### src/rtl/data_mem_responder_if.sv
// Request/response bundle between the pipeline MEM stage and the data-memory responder.
interface data_mem_responder_if;
    // A request transfers on a rising edge with req_valid && req_ready; resp_valid is a
    // one-cycle pulse with no back-pressure, and resp_rdata/resp_err are qualified by it.
    logic        req_valid;
    logic        req_write;
    logic [31:0] req_addr;
    logic [31:0] req_wdata;
    logic        req_ready;
    logic        resp_valid;
    logic [31:0] resp_rdata;
    logic        resp_err;

    modport master (
        output req_valid, req_write, req_addr, req_wdata,
        input  req_ready, resp_valid, resp_rdata, resp_err
    );

    modport slave (
        input  req_valid, req_write, req_addr, req_wdata,
        output req_ready, resp_valid, resp_rdata, resp_err
    );
endinterface

### src/rtl/data_mem_responder.sv
// Word-addressed data memory with a fixed number of wait states per request and
// saturating load/store/error counters.
module data_mem_responder #(
    parameter int DEPTH_WORDS = 64,
    parameter int WAIT_CYCLES = 2
) (
    input  logic                 clk,
    input  logic                 rst,
    data_mem_responder_if.slave  bus,
    output logic [15:0]          rd_count,
    output logic [15:0]          wr_count,
    output logic [15:0]          err_count,
    output logic [1:0]           state_dbg
);
    localparam int AW = (DEPTH_WORDS > 1) ? $clog2(DEPTH_WORDS) : 1;

    typedef enum logic [1:0] {
        IDLE = 2'd0,
        WAIT = 2'd1,
        RESP = 2'd2
    } state_t;

    state_t        state;
    logic [3:0]    wait_cnt;
    logic          cap_write;
    logic [31:0]   cap_addr;
    logic [31:0]   cap_wdata;
    logic [31:0]   mem [DEPTH_WORDS];

    logic          accept;
    logic          enter_resp;
    logic          acc_write;
    logic [31:0]   acc_addr;
    logic [31:0]   acc_wdata;
    logic          acc_err;
    logic [AW-1:0] acc_idx;

    assign bus.req_ready = (state == IDLE) || (state == RESP);
    assign accept        = bus.req_valid && bus.req_ready;
    assign state_dbg     = state;

    // With zero wait states the access happens on the accepting edge, so it must use the
    // live request fields rather than the capture registers loaded on that same edge.
    always_comb begin
        acc_write  = cap_write;
        acc_addr   = cap_addr;
        acc_wdata  = cap_wdata;
        enter_resp = 1'b0;
        if (state == WAIT) begin
            enter_resp = (wait_cnt == 4'd1);
        end else if (accept && (WAIT_CYCLES == 0)) begin
            enter_resp = 1'b1;
            acc_write  = bus.req_write;
            acc_addr   = bus.req_addr;
            acc_wdata  = bus.req_wdata;
        end
    end

    assign acc_err = (acc_addr[1:0] != 2'b00) || (acc_addr[31:2] >= 30'(DEPTH_WORDS));
    assign acc_idx = acc_addr[AW+1:2];

    always_ff @(posedge clk) begin
        if (rst) begin
            state          <= IDLE;
            wait_cnt       <= '0;
            cap_write      <= 1'b0;
            cap_addr       <= '0;
            cap_wdata      <= '0;
            bus.resp_valid <= 1'b0;
            bus.resp_rdata <= '0;
            bus.resp_err   <= 1'b0;
            rd_count       <= '0;
            wr_count       <= '0;
            err_count      <= '0;
            for (int i = 0; i < DEPTH_WORDS; i++) begin
                mem[i] <= '0;
            end
        end else begin
            bus.resp_valid <= enter_resp;
            bus.resp_rdata <= '0;
            bus.resp_err   <= 1'b0;

            case (state)
                WAIT: begin
                    wait_cnt <= wait_cnt - 4'd1;
                    if (wait_cnt == 4'd1) begin
                        state <= RESP;
                    end
                end
                default: begin
                    if (accept) begin
                        cap_write <= bus.req_write;
                        cap_addr  <= bus.req_addr;
                        cap_wdata <= bus.req_wdata;
                        wait_cnt  <= 4'(WAIT_CYCLES);
                        if (WAIT_CYCLES > 0) begin
                            state <= WAIT;
                        end else begin
                            state <= RESP;
                        end
                    end else begin
                        state <= IDLE;
                    end
                end
            endcase

            // The store commits on the edge entering RESP, ahead of any later-accepted load.
            if (enter_resp) begin
                if (acc_err) begin
                    bus.resp_err <= 1'b1;
                    if (err_count != 16'hFFFF) err_count <= err_count + 16'd1;
                end else if (acc_write) begin
                    mem[acc_idx] <= acc_wdata;
                    if (wr_count != 16'hFFFF) wr_count <= wr_count + 16'd1;
                end else begin
                    bus.resp_rdata <= mem[acc_idx];
                    if (rd_count != 16'hFFFF) rd_count <= rd_count + 16'd1;
                end
            end
        end
    end
endmodule

### src/flat_wrapper.sv
// flat-port wrapper written by rule: the top's interface ports become plain ports
module data_mem_responder_flat 
#(
    parameter int DEPTH_WORDS = 64,
    parameter int WAIT_CYCLES = 2
)
  (clk, rst, rd_count, wr_count, err_count, state_dbg, bus_req_valid, bus_req_write, bus_req_addr, bus_req_wdata, bus_req_ready, bus_resp_valid, bus_resp_rdata, bus_resp_err);
  data_mem_responder_if bus_i ();
  input  logic clk;
  input  logic rst;
  output logic [15:0] rd_count;
  output logic [15:0] wr_count;
  output logic [15:0] err_count;
  output logic [1:0] state_dbg;
  input wire logic [$bits(bus_i.req_valid)-1:0] bus_req_valid;
  input wire logic [$bits(bus_i.req_write)-1:0] bus_req_write;
  input wire logic [$bits(bus_i.req_addr)-1:0] bus_req_addr;
  input wire logic [$bits(bus_i.req_wdata)-1:0] bus_req_wdata;
  output wire logic [$bits(bus_i.req_ready)-1:0] bus_req_ready;
  output wire logic [$bits(bus_i.resp_valid)-1:0] bus_resp_valid;
  output wire logic [$bits(bus_i.resp_rdata)-1:0] bus_resp_rdata;
  output wire logic [$bits(bus_i.resp_err)-1:0] bus_resp_err;
  assign bus_i.req_valid = bus_req_valid;
  assign bus_i.req_write = bus_req_write;
  assign bus_i.req_addr = bus_req_addr;
  assign bus_i.req_wdata = bus_req_wdata;
  assign bus_req_ready = bus_i.req_ready;
  assign bus_resp_valid = bus_i.resp_valid;
  assign bus_resp_rdata = bus_i.resp_rdata;
  assign bus_resp_err = bus_i.resp_err;
  data_mem_responder #(.DEPTH_WORDS(DEPTH_WORDS), .WAIT_CYCLES(WAIT_CYCLES)) u_core (.clk(clk), .rst(rst), .bus(bus_i), .rd_count(rd_count), .wr_count(wr_count), .err_count(err_count), .state_dbg(state_dbg));
endmodule
### config.mk
export PLATFORM = sky130hd
export DESIGN_NAME = data_mem_responder_flat
export DESIGN_NICKNAME = d
export VERILOG_FILES = /design/src/rtl/data_mem_responder_if.sv /design/src/rtl/data_mem_responder.sv /design/src/flat_wrapper.sv
export SDC_FILE = /design/constraint.sdc
export NUM_CORES = 2
export LEC_CHECK = 0
export ABC_CLOCK_PERIOD_IN_PS = 7000
export CORE_ASPECT_RATIO = 1.75
export CORE_MARGIN = 2
export CORE_UTILIZATION = 65
export DETAILED_ROUTE_END_ITERATION = 8
export PLACE_DENSITY = 0.82
export SETUP_SLACK_MARGIN = 0.3
export SLEW_MARGIN = 20
export SYNTH_ARGS = -nofsm -noshare
export SYNTH_HDL_FRONTEND = slang
export SYNTH_SLANG_ARGS = --single-unit
### constraint.sdc
create_clock -name clk -period 7 [get_ports clk]
set_input_delay 1.4 -clock clk [delete_from_list [all_inputs] [get_ports clk]]
set_output_delay 1.4 -clock clk [all_outputs]
set_load 0.01 [all_outputs]
After elaboration in Yosys (flattened, before gate mapping)
Memory sizes are Yosys's and may differ from the RTL's. A register that Yosys moved wholly into a read port is not among the register bits.
Index checks and enable logic that the tools add are counted.
{ "totals": {"n_memories": 1, "reg_bits": 121, "output_inout_bits": 85, "mem_bits_rw": 2048, "input_bits": 68} }
{ "op_classes": {"bitwise": 4, "n_addsub": 4, "n_eq_ne": 7, "magnitude_cmp": 1, "n_reduce_logical": 13, "n_mux": 17} }
{ "memory_table": {"columns": ["name", "words", "width", "read_ports", "rd_clocked_by_memory_dff", "wr", "line", "rtl"], "rows": [
  ["u_core.mem", 64, 32, 1, 1, 64, "data_mem_responder.sv:28", "logic [31:0] mem [DEPTH_WORDS];"]
]} }
{ "ops": {"columns": ["cell", "count"], "rows": [
  ["adder 16 x 1 -> 16 bit (second input constant)", 3],
  ["inequality test 16 bit (second input constant)", 3],
  ["two-way mux 32 bit", 1],
  ["OR reduction 32 bit", 1],
  ["greater-or-equal comparator 30 x 7 -> 1 bit (second input constant)", 1],
  ["two-way mux 1 bit", 11],
  ["two-way mux 4 bit", 2],
  ["AND reduction 4 bit", 2],
  ["two-way mux 6 bit", 1],
  ["equality test 4 x 1 -> 1 bit (second input constant)", 1],
  ["two-way mux 2 bit", 2],
  ["NOT 1 bit", 4],
  ["nonzero test 2 bit", 2],
  ["OR reduction 4 bit", 1],
  ["subtractor 4 x 1 -> 4 bit (second input constant)", 1],
  ["AND reduction 3 bit", 1],
  ["equality test 2 x 1 -> 1 bit (second input constant)", 1],
  ["equality test 2 bit (second input constant)", 1],
  ["logical NOT 2 bit", 1],
  ["logical OR 1 bit", 2],
  ["inequality test 2 bit (second input constant)", 1],
  ["AND reduction 2 bit", 1],
  ["OR reduction 2 bit", 1],
  ["logical AND 1 bit", 1]
]} }

Logic depth before layout (Yosys ltp)
{ "depth": {"word_depth": 8, "depth_mapped": 12, "ltp_nobuf": 8} }

Worst setup path after synthesis
OpenSTA, ideal clock, no wires.
{ "synth_timing": {"path_kind": "input -> register", "from": "in rst", "to": "mem u_core.mem[14][0] (enable)", "arrival_time_ps": 3161, "setup_time_ps": 375, "cell_stages": 5, "setup_slack_ps": 3464, "n_path_buf": 4, "t_required_ps": 6625, "cell_sequence": "buf_1 -> buf_1 -> clkbuf_1 -> clkbuf_1 -> or2_2"} }
{ "synth_lines": {"columns": ["element", "line", "rtl"], "rows": [
  ["from (decl)", "flat_wrapper.sv:10", "input logic rst;"],
  ["to (decl)", "data_mem_responder.sv:28", null]
]} }

==> metrics <==
Top Family by Delay on Critical Path=simple AND/OR/NAND/NOR gates; Placement Setup Slack=1.94 ns; post-detailed-route count of antenna-violating nets=0; share of cells above drive strength 1=12.8%; WHS=approximately 0.46 ns; Main synth FF type=edfxtp_1; RSZ-0062 raised after global routing=false; I/O pins=approximately 150; worst skew pair latency=a little over 0.9 ns; GP Congestion=between 1 and 1.5; via count=between 60,000 and 70,000; Final Hold Viols=0; total grt overflow=0; Sink Count=around 2,200; PnR worst setup slack=roughly 1.9 ns; CP max stage cell=or4_2; total power=0.0283 W; Pre-Repair DR Iteration Count=8; Worst path max stage delay=between 1 and 1.5 ns; Mapped Cells=7,428; total CTS buffers=around 200; Final Setup Violations=0; Comb pwr share=a little under 9%; Final Max Tran Viols=0; DIE WIDTH=~300 µm; final setup TNS=0 ns; Area growth syn-to-layout=9.29%; All-Layer GR Usage=between 40% and 50%; status=finished clean; Clock power frac=between 30% and 40%; fin cells=between 9,000 and 10,000; crit path buf inv count=0; max_cap viols=0; clk_skew=approximately 0.055 ns; Mapped Nets=about 7,500; switching portion of total power=between 20 and 30%; area leader, netlist=edfxtp_1; fraction of registers with async set/reset=0%; global-route wire length before repair=approximately 500,000 µm; post-synthesis sequential area ratio=64.9%; top-count cell post-synth=and2_1; fill count=9,813; Mean Syn Cell Area=13.4 µm²; Die Area=between 150,000 and 200,000 µm²; Root Driver=clkbuf_16; DR iter-0 viols=between 10,000 and 15,000; number of global-route vias before repair=63,458; CTS resizes=0; Synth area leaders=edfxtp_1, and2_1, mux2i_1, dfxtp_1, mux4_2; area of the multi-input gates=between 30,000 and 40,000 µm²; Critical Path AT=~5.6 ns; drt via density=7.23; remaining routing DRC violations=0; reported net switching power=roughly 0.0071 W; CTS tree=yes; Net count, final=7,272; CTS max path bufs=4; hold crit path type=reg2reg; pwr dens=about 260 nW/µm²; worst vdd ir=around 0.22 mV; internal power=approximately 0.021 W; CP cell instances=nor4_1 -> nand4_1 -> or4_2 -> or3_1 -> nor3_4 -> or2_2; Synth top cells by count=and2_1, edfxtp_1, clkbuf_1, mux2i_1, nand2_1; min cycle time layout=slightly above 5 ns; Tightest Pin Transition=around 1.4 ns; CTS hold repair buffers=0; Routed Wire Length=around 360,000 µm; Core ar.=between 150,000 and 200,000 µm²; Synth warnings=0; critical path startpoint category=flip-flop; Pleak=38.1 nW; initial antenna violation count=62; synth unique cells=between 70 and 80; Worst setup EP type=flip-flop; # rows=189; Reg clk slew, reported paths=0.07 ns; Post-Syn Area=between 90,000 and 100,000 µm²; Avg WL per Cell=between 30 and 40 µm; final HPWL from detailed placement=around 220,000 µm; H-tree level count=4; #FFs+latches synth=roughly 2,200; postcts setup bufs=0; worst-path maximum fanout=33; EDFF count, synth=between 2,000 and 2,500; CP Class=reg2reg; Flop pwr share=roughly 53%; placed insts=~9,000; Register Area=~65,000 µm²; port bufs=about 150; largest net degree at the start of global routing=115; Initial Util=65.5%; crit share post-route=approximately 73%; worst path required time=about 7.5 ns; Die Y=approximately 520 µm; area share of the largest cell type after synthesis=roughly three fifths; FMAX=196 MHz; relative slew slack=approximately 6.7%
## cell usage in the layout, fill, tap and decap left out, drive strengths merged, types with 25 or more instances in the layout
cell / synthesis / final
nand3: 43 / 43
and2: 2055 / 2055
clkdlybuf4s50: 0 / 151
a22oi: 105 / 105
dfxtp: 153 / 153
edfxtp: 2048 / 2048
mux2i: 333 / 333
nor2: 192 / 192
clkbuf: 589 / 237
a21oi: 211 / 211
o21ai: 121 / 121
nand2: 259 / 259
a221o: 34 / 34
buf: 174 / 184
o22ai: 124 / 124
a221oi: 181 / 181
xnor2: 26 / 26
mux2: 133 / 133
mux4: 129 / 129
nor3: 51 / 51
diode: 0 / 26
a22o: 25 / 25
a31oi: 65 / 65
or2: 69 / 69
nor4: 27 / 27
clkinv: 1 / 82
## layer usage
| metal | routed length (µm) | up-vias | track usage, % |
|---|---|---|---|
| met5 | 280 | - | 0 |
| met4 | 42700 | 42 | 41.4 |
| met3 | 54600 | 1681 | 16.2 |
| met2 | 159000 | 6531 | 69.1 |
| met1 | 107000 | 33038 | 53.9 |
| li1 | - | 26516 | - |
## metrics by stage
step / instance area, µm² / utilization, %
after detailed placement: 102000 / 67.4
final: 109000 / 71.6
after global routing: 109000 / 71.5
after global placement: 102000 / 67.4
after CTS: 108000 / 71.4
after floorplan: 99400 / -
## cell type report
type	instances	area share (%)
sequential	2201	59.5
multi-input combinational	4449	29.6
clock buffer	235	4.70
timing repair buffer	337	2.83
tap	2005	2.31
clock inverter	111	0.939
inverter	15	0.0610
antenna	26	0.0599
## path summary, 6_finish.rpt
| kind | start | slack, ns | endpoint | cells after the start |
|---|---|---|---|---|
| worst max-delay path | u_core.acc_addr[29] | 1.89 | u_core.mem[49][6] | 6 |
| worst min-delay path | u_core.acc_wdata[26] | 0.46 | u_core.acc_wdata[26] | 2 |
| worst max register to register | u_core.acc_addr[29] | 1.89 | u_core.mem[49][6] | 6 |
| worst min register to register | u_core.acc_wdata[26] | 0.46 | u_core.acc_wdata[26] | 2 |
## logic make-up (layout without fill, tap and decap cells)
family | after synthesis | count (layout) | synth area share [%]
adder cells (fa/ha/maj) | 5 | 5 | 0.0629
XOR/XNOR | 39 | 39 | 0.344
buffers and inverters | 778 | 698 | 3.17
AO/OA/AOI/OAI | 1018 | 1018 | 7.14
AND/OR/NAND/NOR | 2792 | 2792 | 16.6
other | 0 | 26 | 0
flip-flops | 2201 | 2201 | 64.9
multiplexers | 595 | 595 | 7.78
## worst register-to-register path: stages (launching register included)
cell	delay, ns
dfxtp_1	0.32
nor4_1	0.32
nand4_1	0.36
or4_2	1.14
or3_1	0.80
nor3_4	0.96
or2_2	0.80
## flip-flops by register name, summed over array words and instances, names as in the netlist
signal	cells
u_core.mem	2048
u_core.bus.resp_valid	1
u_core.wr_count	16
u_core.acc_write	1
u_core.err_count	16
u_core.bus.resp_rdata	32
u_core.wait_cnt	4
u_core.acc_addr	32
u_core.state_dbg	2
u_core.bus.resp_err	1
u_core.acc_wdata	32
u_core.rd_count	16
## power by group through the flow
stage / clock (W) / combinational (W) / sequential, W
4_1_cts: 0.0106 / 0.00228 / 0.0151
3_5_place_dp: 0 / 0.00227 / 0.0154
5_1_grt: 0.0111 / 0.00243 / 0.0151
3_3_place_gp: 0 / 0.00225 / 0.0153
2_1_floorplan: 0 / 0.00124 / 0.0151
6_report: 0.0108 / 0.00248 / 0.0151
No activity file was read; power rests on OpenSTA's default activity.
